--- config.mk ---
export PLATFORM = sky130hd
export DESIGN_NAME = led_matrix_pwm
export DESIGN_NICKNAME = d
export VERILOG_FILES = /design/src/rtl/led_matrix_pwm.sv
export SDC_FILE = /design/constraint.sdc
export NUM_CORES = 1
export LEC_CHECK = 0
export CAP_MARGIN = 15
export CORE_UTILIZATION = 51
export DETAILED_ROUTE_END_ITERATION = 8
export PLACE_DENSITY = 0.76
export SLEW_MARGIN = 25
export SYNTH_ARGS = -nofsm -noshare
export SYNTH_HDL_FRONTEND = slang
export SYNTH_SLANG_ARGS = --single-unit
--- constraint.sdc ---
create_clock -name clk -period 4.1 [get_ports clk]
set_input_delay 1.23 -clock clk [delete_from_list [all_inputs] [get_ports clk]]
set_output_delay 1.23 -clock clk [all_outputs]
set_load 0.1 [all_outputs]
--- src/rtl/led_matrix_pwm.sv ---
// led_matrix_pwm: multiplexed LED-matrix scanner with per-pixel PWM and a double-buffered frame.
// Rows are scanned one at a time with a blanking gap; new frames swap in only at a frame boundary.
module led_matrix_pwm #(
    parameter int DIM_X       = 6,
    parameter int DIM_Y       = 6,
    parameter int BPP         = 4,
    parameter int TICK_DIV    = 64,
    parameter int BLANK_TICKS = 2,
    parameter bit ROW_ACT     = 1'b1,
    parameter bit COL_ACT     = 1'b0
) (
    input  logic                     clk,
    input  logic                     rst,
    input  logic [DIM_X*DIM_Y*BPP-1:0] frame_data,
    input  logic                     frame_valid,
    output logic                     frame_ready,
    output logic                     frame_start,
    output logic [DIM_Y-1:0]         row,
    output logic [DIM_X-1:0]         col
);
    localparam int NS = (1 << BPP) - 1;
    localparam int SW = NS > 1 ? $clog2(NS) : 1;
    localparam int BW = BLANK_TICKS > 1 ? $clog2(BLANK_TICKS) : 1;
    localparam int RW = DIM_Y > 1 ? $clog2(DIM_Y) : 1;
    localparam int PW = TICK_DIV > 1 ? $clog2(TICK_DIV) : 1;
    localparam int FW = DIM_X * DIM_Y * BPP;

    typedef enum logic {SCAN, BLANK} state_t;

    state_t          state;
    logic [PW-1:0]   pre;
    logic [RW-1:0]   row_idx;
    logic [SW-1:0]   slot;
    logic [BW-1:0]   blank_cnt;
    logic [FW-1:0]   display;
    logic [FW-1:0]   pending;
    logic            pending_full;
    logic            tick;
    logic            wrap;
    logic            hs;
    logic [DIM_Y-1:0] row_n;
    logic [DIM_X-1:0] col_n;

    assign tick        = pre == PW'(TICK_DIV - 1);
    assign frame_ready = ~pending_full;
    assign hs          = frame_valid & ~pending_full;
    // last blank tick of the last row: the frame boundary where buffers swap
    assign wrap        = state == BLANK && tick && blank_cnt == BW'(BLANK_TICKS - 1)
                         && row_idx == RW'(DIM_Y - 1);

    always_comb begin
        row_n = state == SCAN ? (DIM_Y'(1) << row_idx) : '0;
        row_n = ROW_ACT ? row_n : ~row_n;
        col_n = '0;
        for (int c = 0; c < DIM_X; c++) begin
            col_n[c] = (state == SCAN && BPP'(slot) < display[(int'(row_idx) * DIM_X + c) * BPP +: BPP])
                       ? COL_ACT : ~COL_ACT;
        end
    end

    always_ff @(posedge clk) begin
        if (rst) begin
            pre          <= '0;
            state        <= BLANK;
            row_idx      <= RW'(DIM_Y - 1);
            slot         <= '0;
            blank_cnt    <= '0;
            display      <= '0;
            pending      <= '0;
            pending_full <= 1'b0;
            frame_start  <= 1'b0;
            row          <= {DIM_Y{~ROW_ACT}};
            col          <= {DIM_X{~COL_ACT}};
        end else begin
            pre          <= tick ? '0 : pre + 1'b1;
            frame_start  <= wrap;
            row          <= row_n;
            col          <= col_n;
            if (state == SCAN) begin
                if (tick) begin
                    if (slot == SW'(NS - 1)) begin
                        state     <= BLANK;
                        blank_cnt <= '0;
                    end else begin
                        slot <= slot + 1'b1;
                    end
                end
            end else if (tick) begin
                if (blank_cnt == BW'(BLANK_TICKS - 1)) begin
                    state   <= SCAN;
                    slot    <= '0;
                    row_idx <= row_idx == RW'(DIM_Y - 1) ? '0 : row_idx + 1'b1;
                end else begin
                    blank_cnt <= blank_cnt + 1'b1;
                end
            end
            if (hs)
                pending <= frame_data;
            if (wrap && pending_full)
                display <= pending;
            pending_full <= hs | (pending_full & ~wrap);
        end
    end
endmodule
-- Word level (Yosys, flattened, before mapping)
Cells that the tools add are included.
- bits in registers: 317
- bits of input ports: 147
- output and inout bits: 14
- $add $sub $neg: 9
- $mul: 1
- order comparisons: 6
- eq/ne operators: 5
- shift operators: 7
- muxes and demuxes: 22
- bitwise gates (word level): 6
- reduce and logical (&&, ||, !) cells: 16
- operators with widths (operator ; count):
    $shiftx A144 B32 Y4 ; 5
    $shiftx A144 B10 Y4 ; 1
    $add A30 B3 Y30 const B ; 2
    $add A30 B2 Y30 const B ; 1
    $add A30 B4 Y30 const B ; 1
    $lt A4 B4 Y1 ; 6
    $mux W4 ; 5
    $mux W1 ; 16
    $logic_and A1 B1 Y1 ; 10
    $add A6 B3 Y7 const B ; 1
    $add A6 B1 Y6 const B ; 1
    $eq A6 B6 Y1 const B ; 1
    $reduce_and A3 Y1 ; 2
    $shl A1 B3 Y6 const A ; 1
    $mul A3 B2 Y5 const B ; 1
    $add A4 B1 Y4 const B ; 1
    $eq A4 B4 Y1 const B ; 1
    $reduce_or A2 Y1 ; 2
    $add A3 B1 Y3 const B ; 1
    $eq A3 B3 Y1 const B ; 1
    $mux W3 ; 1
    $not A1 Y1 ; 3
    $and A1 B1 Y1 ; 2
    $ne A2 B1 Y1 const B ; 1
    other kinds (5) ; 5

-- Longest topological paths before layout
- depth after elaboration: 7
- depth in mapped cells: 19

-- Worst setup path after synthesis
Ideal clock, no wire load.
- path type: flip-flop to flip-flop
- from: register row_idx[1]
- to: register col[2]
- setup time: 0.127 ns
- data arrival time: 3.872 ns
- data required time: 3.973 ns
- slack: 0.101 ns
- stages on the path, launching flop included: 19
- buffers on the path: 3
- clock period less this slack: 3.999 ns
- path through: dfxtp_1 clkbuf_1 inv_1 fa_1 buf_2 inv_1 ha_1 clkbuf_1 nand2_1 xnor2_1 mux2_2 nand2_1 a21oi_1 o21ai_0 ha_1 o21ai_0 nand2b_1 a211oi_1 a31oi_1
- word-level cells in the longest chain between the ends: 6
- ends and longest elaborated chain (element ; line ; text):
    start: declaration ; 32 ; logic [RW-1:0] row_idx;
    start signal: assignment ; 65 ; row_idx <= RW'(DIM_Y - 1);
    start signal: assignment ; 92 ; row_idx <= row_idx == RW'(DIM_Y - 1) ? '0 : row_idx + 1'b1;
    $mul A3 B2 Y5 ; 56 ; col_n[c] = (state == SCAN && BPP'(slot) < display[(int'(row_idx) * DIM_X + c) * BPP +: BPP])
    $add A30 B3 Y30 ; 56 ;
    $shiftx A144 B32 Y4 ; 56 ;
    $lt A4 B4 Y1 ; 56 ;
    $logic_and A1 B1 Y1 ; 56 ;
    $mux W1 ; 57 ; ? COL_ACT : ~COL_ACT;
    end signal: assignment ; 73 ; col <= {DIM_X{~COL_ACT}};
    end signal: assignment ; 78 ; col <= col_n;
    end: declaration ; 19 ; output logic [DIM_X-1:0] col
Every way passes these cells.
A chain may end at the register's enable or synchronous reset.

-- Final worst setup path
- from: register row_idx[0]
- to: register col[2]
The elaborated chain is that of the path after synthesis.

==> metrics.md <==
| Metric | Value |
|---|---|
| Root Buffer | `clkbuf_16` |
| Clk buf depth | `3` |
| Vias per cell | `roughly 5.6` |
| WP data arrival | `roughly 4.2 ns` |
| Max VDD drop | `~0.30 mV` |
| Mapped Avg Cell Area | `roughly 8.6 sq um` |
| Routed Antenna Nets | `0` |
| DR DRC count | `0` |
| Number of hold buffers added after CTS | `0` |
| Synth cell types | `just over 50` |
| Number of enable flip-flop cells after synthesis | `0` |
| Crit end category | `flop` |
| Port buffer count | `160` |
| Initial DRC Count | `about 1000` |
| Gate count of the mapped netlist | `1668` |
| RSZ-0062 raised after global routing | `false` |
| Fill count | `roughly 2400` |
| Post-route minimum period | `roughly 3.7 ns` |
| Initial antenna violation count | `0` |
| Hold Fails Final Rpt | `0` |
| Hold/Removal Path Class | `reg -> reg` |
| Clk sinks | `317` |
| Dpl cells | `2097` |
| Synth area leader | `dfxtp_1` |
| Critical path class | `reg -> reg` |
| DR pass1 iterations | `5` |
| Total GRT Usage | `about 28%` |
| Combinational share of power | `around 5.8%` |
| Boundary Pins | `approximately 160` |
| Setup Skew | `roughly 0.0078 ns` |
| Crit share post-route | `about nine tenths` |
| Max Clk Rate | `0.270 GHz` |
| Worst EP required | `~4.6 ns` |
| Synthesized flop and latch total | `roughly 320` |
| Post-CTS setup buffer count | `0` |
| Least-Margin Pin Slew | `between 1 and 1.5 ns` |
| CP max stage delay | `between 0.7 and 0.8 ns` |
| Die area | `about 0.029 sq mm` |
| CTS tree | `done` |
| Hold Slack | `0.449 ns` |
| Cell Count, Final, Fillers Out | `between 2000 and 2500` |
| Clock power frac | `around 44%` |
| Leakage power | `0.00608 uW` |
| Number of global-route vias before repair | `approximately 11000` |
| Largest cells by area after synthesis | `dfxtp_1, nand2_1, mux4_2` |
| Setup TNS | `0 ns` |
| Resize count post-CTS | `0` |
| Rows | `60` |
| MaxCap Viol Count | `0` |
| Die Wd | `about 170 microns` |
| Net Sw Frac | `22.5%` |
| P&R area growth vs syn | `19.5%` |
| Yosys Warn Count | `0` |
| Register area share after synthesis | `around 44%` |
| Grt total ovfl | `0` |
| Pwr/cell area | `roughly 380 mW/mm^2` |
| Net switching power | `1440 uW` |
| Cell-internal power | `4970 uW` |
| Final setup violation count | `0` |
| Largest net degree at the start of global routing | `186` |
| WL met1 | `17700 microns` |
| CTS Buf Count | `31` |
| Cells along the critical path | `buf_4 > buf_4 > mux4_2 > mux2_2 > nand2_1 > a21oi_1 > o21ai_0 > ha_1 > o21ai_0 > nand2b_1 > a211oi_1 > a31oi_1` |
| Clock transition at path regs | `approximately 0.070 ns` |
| Layout cell share with drive strength beyond 1 | `about a tenth` |
| CP max stage cell | `buf_4` |
| DPL Wire Length | `between 20000 and 30000 microns` |
| H-tree levels | `1` |
| Most instantiated library cell after synthesis | `nand2_1` |
| Post-synth top area share | `between 40% and 50%` |
| First-pass GRT wire length | `a little over 60000 microns` |
| Final wirelength | `~40000 microns` |
| Placed cell area | `between 0.015 and 0.02 sq mm` |
| Status | `completed` |
| Critical Path Start Type | `flop` |
| Fin. max-slew vios | `0` |
| Synth cell count leaders | `nand2_1, dfxtp_1, a21oi_1` |
| Core Box Area | `approximately 0.027 sq mm` |
| Final nets | `~1900` |
| Post-synth ARST share | `0%` |
| Die Ht | `around 170 microns` |
| Highest metal used | `met4` |
| Post-synthesis net count | `between 1500 and 2000` |
| Gp weighted congestion | `about 1` |
| Max FO, Critical Path | `45` |
| Vias | `about 12000` |
| Initial Util | `between 50 and 60%` |
| Antenna diode count | `0` |
| Most common flop cell mapped by yosys | `dfxtp_1` |
| Worst-skew pair later-pin latency | `0.57 ns` |
| Layout Utilization | `between 60% and 70%` |
| Final instance area | `0.0171 sq mm` |
| Rel. slew slack | `between 20 and 30%` |
| Met3 wire len | `about 2300 microns` |
| Mapped cell area | `between 0.01 and 0.015 sq mm` |
| Power share of the sequential group | `approximately 50%` |
| DR WL met2 | `~18000 microns` |
| Avg WL per Cell | `about 18 microns` |
-- cells in the final DEF, fill, tap and decap left out, types with 6 or more instances in the layout --
cell type,count
a21oi_1,303
a22oi_1,12
a31oi_1,6
buf_12,6
buf_4,22
clkbuf_1,6
clkbuf_16,31
clkbuf_8,10
clkdlybuf4s50_1,158
clkinv_2,8
dfxtp_1,316
ha_1,25
inv_1,9
mux2_2,14
mux2i_1,25
mux4_1,6
mux4_2,70
nand2_1,603
nand3_1,15
nor2_1,24
nor3_1,18
o21ai_0,17
xnor2_1,7
-- cells by family (layout without fill, tap and decap cells) --
logic type      Yosys count  after routing  share of synthesized area [%]
flops                   317            317                           44.4
simple gates            687            687                           18.8
compound gates          367            367                           13.7
buf+inv                 140            255                           4.64
mux                     115            115                           15.0
xor+xnor                 14             14                           1.04
fa+ha+maj                28             28                           2.50
-- registers in the layout, summed over array words and instances (netlist names) --
signal / count
frame_start: 1
row: 6
blank_cnt: 1
state: 1
display: 144
slot: 4
pre: 6
col: 6
pending: 144
pending_full: 1
row_idx: 3
-- through the flow --
stage	total power (uW)	setup WS (ns)
2_1_floorplan	3450	0.101
3_3_place_gp	3630	0.392
3_5_place_dp	3640	0.316
4_1_cts	6450	0.293
5_1_grt	6630	0.0134
6_report	6420	0.390
-- power groups by stage --
stage / clock network [uW] / logic (uW) / registers [uW]
finish: 2840 / 369 / 3210
global route: 3010 / 410 / 3210
detailed placement: 0 / 370 / 3270
floorplan: 0 / 186 / 3260
global placement: 0 / 363 / 3270
CTS: 2880 / 372 / 3210
-- worst max-delay path: cells and delay by family, from the launching register on --
| family | cells | cell delay (ns) |
|---|---|---|
| mux | 2 | 0.92 |
| flops | 1 | 0.36 |
| simple gates | 2 | 0.14 |
| compound gates | 5 | 0.69 |
| fa+ha+maj | 1 | 0.26 |
| buf+inv | 2 | 1.17 |
-- final cells by class --
type / instances / area [sq um] / share of cell area, %
Multi-Input combinational cell: 1211 / 7330 / 42.9
Sequential cell: 317 / 6350 / 37.2
Clock buffer: 46 / 922 / 5.40
Inverter: 10 / 37.5 / 0.220
Tap cell: 372 / 465 / 2.72
Timing Repair Buffer: 187 / 1880 / 11.0
Clock inverter: 12 / 106 / 0.622
-- metal layers --
metal,track usage (%),up-vias
met5,0,-
met4,8.62,0
met3,4.27,69
met2,44.7,351
met1,38.5,5794
li1,-,5870
-- path summary, 6_finish.rpt --
path	start	to	slack [ns]	depth (start not counted)
setup / recovery	row_idx[0]	col[2]	0.39	12
hold / removal	pending[7]	display[7]	0.45	2
setup reg to reg	row_idx[0]	col[2]	0.39	12
hold reg to reg	pending[7]	display[7]	0.45	2
(Power assumes the default switching activity.)
